### src/rtl/park_cmd_tx.sv
// Parking-garage command transmitter: debounces four operator buttons, validates
// requests against slot occupancy and frames the 2-bit command with a setup/strobe/hold strobe.
module park_cmd_tx #(
  parameter int unsigned DEBOUNCE_CYCLES = 16,
  parameter int unsigned SETUP_CYCLES    = 2,
  parameter int unsigned STROBE_CYCLES   = 4,
  parameter int unsigned HOLD_CYCLES     = 2
) (
  input  logic       clk,
  input  logic       rst,
  input  logic       btn_park,
  input  logic       btn_a,
  input  logic       btn_b,
  input  logic       btn_c,
  input  logic       A_full,
  input  logic       B_full,
  input  logic       C_full,
  output logic [1:0] park_or_drive,
  output logic       cmd_strobe,
  output logic       busy,
  output logic       reject
);

  localparam int unsigned NB   = 4;
  localparam int unsigned DBW  = (DEBOUNCE_CYCLES > 1) ? $clog2(DEBOUNCE_CYCLES) : 1;
  localparam int unsigned DBW1 = DBW + 1;
  localparam int unsigned MAX_SS = (SETUP_CYCLES > STROBE_CYCLES) ? SETUP_CYCLES : STROBE_CYCLES;
  localparam int unsigned MAX_P  = (MAX_SS > HOLD_CYCLES) ? MAX_SS : HOLD_CYCLES;
  localparam int unsigned PW     = $clog2(MAX_P + 1);

  typedef enum logic [1:0] {IDLE, SETUP, STROBE, HOLD} state_e;

  logic [NB-1:0]          btn_raw;
  logic [NB-1:0]          sync1_q, sync1_d, sync2_q, sync2_d;
  logic [NB-1:0]          db_q, db_d;
  logic [NB-1:0][DBW-1:0] db_cnt_q, db_cnt_d;
  logic [NB-1:0]          evt_q, evt_d;
  state_e                 state_q, state_d;
  logic [PW-1:0]          setup_cnt_q, setup_cnt_d;
  logic [PW-1:0]          strobe_cnt_q, strobe_cnt_d;
  logic [PW-1:0]          hold_cnt_q, hold_cnt_d;
  logic [1:0]             pod_q, pod_d;
  logic                   strobe_q, strobe_d;
  logic                   busy_q, busy_d;
  logic                   reject_q, reject_d;
  logic [1:0]             cmd;
  logic                   cmd_ok;

  assign btn_raw = {btn_c, btn_b, btn_a, btn_park};

  // Synchronizers, per-button debouncers and press-edge detection
  always_comb begin
    sync1_d  = btn_raw;
    sync2_d  = sync1_q;
    db_d     = db_q;
    db_cnt_d = db_cnt_q;
    for (int i = 0; i < NB; i++) begin
      if (sync2_q[i] == db_q[i]) begin
        db_cnt_d[i] = '0;
      end else if (({1'b0, db_cnt_q[i]} + DBW1'(1)) >= DBW1'(DEBOUNCE_CYCLES - 1)) begin
        db_d[i]     = ~db_q[i];
        db_cnt_d[i] = '0;
      end else begin
        db_cnt_d[i] = db_cnt_q[i] + DBW'(1);
      end
    end
    evt_d = db_d & ~db_q;
  end

  // Request arbitration (park > A > B > C) and validation against occupancy
  always_comb begin
    cmd    = 2'b00;
    cmd_ok = 1'b0;
    if (evt_q[0]) begin
      cmd    = 2'b00;
      cmd_ok = ~(A_full & B_full & C_full);
    end else if (evt_q[1]) begin
      cmd    = 2'b01;
      cmd_ok = A_full;
    end else if (evt_q[2]) begin
      cmd    = 2'b10;
      cmd_ok = B_full;
    end else if (evt_q[3]) begin
      cmd    = 2'b11;
      cmd_ok = C_full;
    end
  end

  // Transfer sequencer
  always_comb begin
    state_d      = state_q;
    setup_cnt_d  = setup_cnt_q;
    strobe_cnt_d = strobe_cnt_q;
    hold_cnt_d   = hold_cnt_q;
    pod_d        = pod_q;
    strobe_d     = strobe_q;
    busy_d       = busy_q;
    reject_d     = 1'b0;
    case (state_q)
      IDLE: begin
        if (evt_q != '0) begin
          if (cmd_ok) begin
            pod_d       = cmd;
            busy_d      = 1'b1;
            setup_cnt_d = PW'(SETUP_CYCLES - 1);
            state_d     = SETUP;
          end else begin
            reject_d = 1'b1;
          end
        end
      end
      SETUP: begin
        if (setup_cnt_q == '0) begin
          strobe_d     = 1'b1;
          strobe_cnt_d = PW'(STROBE_CYCLES - 1);
          state_d      = STROBE;
        end else begin
          setup_cnt_d = setup_cnt_q - PW'(1);
        end
      end
      STROBE: begin
        if (strobe_cnt_q == '0) begin
          strobe_d   = 1'b0;
          hold_cnt_d = PW'(HOLD_CYCLES - 1);
          state_d    = HOLD;
        end else begin
          strobe_cnt_d = strobe_cnt_q - PW'(1);
        end
      end
      HOLD: begin
        if (hold_cnt_q == '0) begin
          busy_d  = 1'b0;
          state_d = IDLE;
        end else begin
          hold_cnt_d = hold_cnt_q - PW'(1);
        end
      end
      default: state_d = IDLE;
    endcase
  end

  always_ff @(posedge clk) begin
    if (rst) begin
      sync1_q      <= '0;
      sync2_q      <= '0;
      db_q         <= '0;
      db_cnt_q     <= '0;
      evt_q        <= '0;
      state_q      <= IDLE;
      setup_cnt_q  <= '0;
      strobe_cnt_q <= '0;
      hold_cnt_q   <= '0;
      pod_q        <= 2'b00;
      strobe_q     <= 1'b0;
      busy_q       <= 1'b0;
      reject_q     <= 1'b0;
    end else begin
      sync1_q      <= sync1_d;
      sync2_q      <= sync2_d;
      db_q         <= db_d;
      db_cnt_q     <= db_cnt_d;
      evt_q        <= evt_d;
      state_q      <= state_d;
      setup_cnt_q  <= setup_cnt_d;
      strobe_cnt_q <= strobe_cnt_d;
      hold_cnt_q   <= hold_cnt_d;
      pod_q        <= pod_d;
      strobe_q     <= strobe_d;
      busy_q       <= busy_d;
      reject_q     <= reject_d;
    end
  end

  assign park_or_drive = pod_q;
  assign cmd_strobe    = strobe_q;
  assign busy          = busy_q;
  assign reject        = reject_q;

endmodule

### config.mk
export PLATFORM = sky130hd
export DESIGN_NAME = park_cmd_tx
export DESIGN_NICKNAME = d
export VERILOG_FILES = /design/src/rtl/park_cmd_tx.sv
export SDC_FILE = /design/constraint.sdc
export NUM_CORES = 1
export LEC_CHECK = 0
export ABC_CLOCK_PERIOD_IN_PS = 2100
export CAP_MARGIN = 20
export CELL_PAD_IN_SITES_DETAIL_PLACEMENT = 0
export CELL_PAD_IN_SITES_GLOBAL_PLACEMENT = 2
export CORE_ASPECT_RATIO = 0.5
export CORE_MARGIN = 3
export CORE_UTILIZATION = 37
export CTS_CLUSTER_SIZE = 24
export DETAILED_ROUTE_END_ITERATION = 12
export GPL_TIMING_DRIVEN = 0
export PLACE_DENSITY = 0.82
export SYNTH_ARGS = -nofsm -noshare
export SYNTH_HDL_FRONTEND = slang
export SYNTH_SLANG_ARGS = --single-unit
### constraint.sdc
create_clock -name clk -period 2.1 [get_ports clk]
set_input_delay 0.21 -clock clk [delete_from_list [all_inputs] [get_ports clk]]
set_output_delay 0.21 -clock clk [all_outputs]
set_load 0.03 [all_outputs]
==> impl_metrics.py <==
metrics = {
    "critical_path": {
        "reg2reg_depth": 6,
        "r2r-end": "evt_q[0]",
        "cp_max_fo": 6,
        "critical_path_arrival_ns": 2.10,
        "startpoint": "db_cnt_q[0]",
        "cp_data_required_time_ns": 2.28,
        "endpoint_kind": "flop",
        "start_kind": "flop",
        "r2r-start": "db_cnt_q[0]",
        "ff2ff_setup_slack_ns": 0.18,
        "critical_path.endpoint": "evt_q[0]",
        "path_class": "reg -> reg",
    },
    "final_layout": {
        "areaGrowthSynthToFinish_pct": 17.70,
        "multiInputGateArea_sq_mm": 0.001336,
        "regArea_sq_um": 962.2,
        "fillCellCount": 560,
        "layout-drive-gt1-share_pct": 4.643,
        "fin_nets": 306,
        "antenna_cells": 0,
    },
    "placed_design": {
        "io_buffers": 13,
        "place_hpwl_microns": 3163,
        "place_congestion": 0.7490,
        "place_ws_ns": -0.08097,
    },
    "power": {
        "sw_frac_of_total_pct": 24.46,
        "combPwrFrac_pct": 17.0,
        "p_per_area_mw_per_mm2": 844.4,
        "p_sw_uw": 575.8,
        "ir_worst_vdd_mv": 0.4181,
        "seqPwrFrac_pct": 42.6,
        "intPower_mw": 1.778,
        "p_leak_nw": 0.9929,
        "power_frac_clock_pct": 40.3,
    },
    "routing": {
        "dr.pass1.iters": 4,
        "initialDrtViolationCount": 101,
        "wirelength_microns": 4276,
        "drc": 0,
        "wire_per_inst_microns": 11.75,
        "via_per_inst": 4.854,
        "vias": 1767,
        "ant_nets": 0,
    },
    "die": {
        "coreArea_sq_mm": 0.005824,
        "row_count": 19,
        "die_area_sq_mm": 0.007456,
        "chipHeight_microns": 62.58,
        "io-pin-count": 14,
        "initial_utilization_pct": 40.67,
        "die_x_microns": 119.2,
    },
    "yosys": {
        "synth_most_common_cell": "dfxtp_1",
        "ys_seq_elements": 48,
        "yosysWarnings": 0,
        "synth_area_sq_mm": 0.002369,
        "synth_cells": 259,
        "ys.flop_type": "dfxtp_1",
        "netlist.area_leader.share_pct": 40.57,
        "yosys.area.top_type": "dfxtp_1",
        "synth_nets": 286,
        "ys_top_cells_by_area": "dfxtp_1, ha_1, nor2_1",
        "synthArstFlopShare_pct": 0,
        "synth.avg_cell_area_sq_um": 9.145,
        "ys_types": 46,
        "synth_edf_count": 0,
        "ys_seq_area_share_pct": 40.57,
        "synth_common_cells": "dfxtp_1, nor2_1, ha_1",
    },
    "timing": {
        "drv_slew": 0,
        "setup_tns_ns": 0,
        "worst_slack_ns": 0.1794,
        "fin_crit_ns": 1.921,
        "setup_violations": 0,
        "fin_skew_ns": 0.003602,
        "clock.fmax_mhz": 520.7,
        "period_share_pct": 91.46,
        "rsz0062_at_grt": "false",
        "relSlewSlack_pct": 48.12,
        "worstMarginPinSlew_ns": 0.7681,
        "hold_viol": 0,
    },
    "cts": {
        "clkLatencyLatePin_ns": 0.28,
        "htreeDepth": 2,
        "clock-sinks": 48,
        "cts_tree": "yes",
        "ctsRootBufferMaster": "clkbuf_16",
        "cts_setup_buffers": 0,
        "holdBufCountCts": 0,
        "cts_made_buffers": 5,
        "post_cts_resized": 0,
        "clockBufferDepth": 2,
        "clk_pin_slew_ns": 0.06,
    },
    "global_route": {
        "grt_max_degree": 15,
        "grt.overflow.total": 0,
        "grt_pass1_vias": 1709,
        "antenna_found_initial": 0,
        "grt_use_total_pct": 12.73,
        "grt_pass1_wl_microns": 7783,
    },
    "run_status": {
        "status": "complete, no violations",
    },
    "job": {
        "drv_cap": 0,
    },
    "worst_hold_path": {
        "min_path_type": "reg -> reg",
    },
}
## flip-flops by register name, indices dropped and copies added (netlist names)
signal / cells
evt_q: 4
setup_cnt_q: 3
cmd_strobe: 1
sync2_q: 4
reject: 1
busy: 1
db_q: 4
park_or_drive: 2
state_q: 2
strobe_cnt_q: 3
hold_cnt_q: 3
db_cnt_q: 16
sync1_q: 4
## placed cells by master, fill, tap and decap left out, drive strengths merged, types with 2 or more instances in the layout
cell           synthesis  routed
nand3                  8       8
o211ai                 2       2
or4b                   2       2
nand2b                12      12
dfxtp                 48      48
clkdlybuf4s50          0      13
a221oi                 2       2
xor2                   5       5
ha                    18      18
clkbuf                 4      11
nor2b                 14      14
a311oi                 2       2
or3                    3       3
nand2                 13      13
xnor2                  8       8
o21bai                 2       2
a2111oi                2       2
nor4                   3       3
nand4                  2       2
nor4b                  2       2
nor3b                  5       5
mux2i                  7       7
inv                   14      14
nand3b                 3       3
o31ai                  2       2
a31oi                  3       3
and3                   2       2
o2111a                 3       3
nor2                  32      32
a21oi                  8       8
o21ai                  9       9
nor3                   4       4
and2                   4       4
## worst min-delay path by stage
stage	from	endpoint	slack, ns	depth (start not counted)
after floorplan	btn_park	sync1_q[0]	0.34	1
after global placement	sync1_q[0]	sync2_q[0]	0.42	1
after detailed placement	sync1_q[1]	sync2_q[1]	0.42	1
after CTS	sync1_q[1]	sync2_q[1]	0.44	1
after global routing	sync1_q[1]	sync2_q[1]	0.45	1
final	sync1_q[1]	sync2_q[1]	0.43	1
## metal layers
metal	GRT usage, %	wire length [microns]
met1	17.42	2336
met2	18.55	1752
met3	4.340	123
met4	4.473	63
met5	0	0
## worst max-delay path, cell delays in order, from the launching register on
cell      delay, ns
dfxtp_2        0.37
inv_1          0.05
ha_1           0.30
o21bai_1       0.21
or4b_1         0.44
and3_1         0.19
nor4b_1        0.25
## power by group through the flow
stage	Clock, mW	Combinational, mW	Sequential [mW]
after global placement	0	0.393	1.02
after global routing	1.03	0.463	1.01
after CTS	0.989	0.405	1.00
final	0.949	0.401	1.00
after detailed placement	0	0.403	1.02
after floorplan	0	0.290	1.03
## logic make-up after synthesis
group | Yosys count | synth area share [%]
muxes | 7 | 2.958
and+or+nand+nor | 111 | 25.15
AOI/OAI and AO/OA | 42 | 13.58
xor gates and xnor gates | 13 | 4.807
DFF | 48 | 40.57
buffers and inverters | 19 | 3.011
adders and majority gates | 19 | 9.932
## per-stage QoR
| stage | total power [mW] | util, % | area (sq um) | std cells | hold WS [ns] |
|---|---|---|---|---|---|
| global route | 2.506 | 47.86 | 2788 | 364 | 0.4533 |
| CTS | 2.397 | 47.84 | 2786 | 364 | 0.4396 |
| detailed placement | 1.426 | 44.70 | 2604 | 356 | 0.4247 |
| global placement | 1.415 | 44.70 | 2604 | 356 | 0.4163 |
| floorplan | 1.323 | - | 2369 | 259 | 0.3382 |
| finish | 2.354 | 47.86 | 2788 | 364 | 0.4339 |
## final cells by class
class | count | area share, %
Multi-Input combinational cell | 192 | 47.94
Sequential cell | 48 | 34.52
Clock buffer | 7 | 5.476
Timing Repair Buffer | 13 | 4.668
Tap cell | 84 | 3.770
Inverter | 14 | 1.885
Clock inverter | 1 | 1.077
Buffer | 5 | 0.6733
Note: power is estimated with default switching activity, not from simulation.
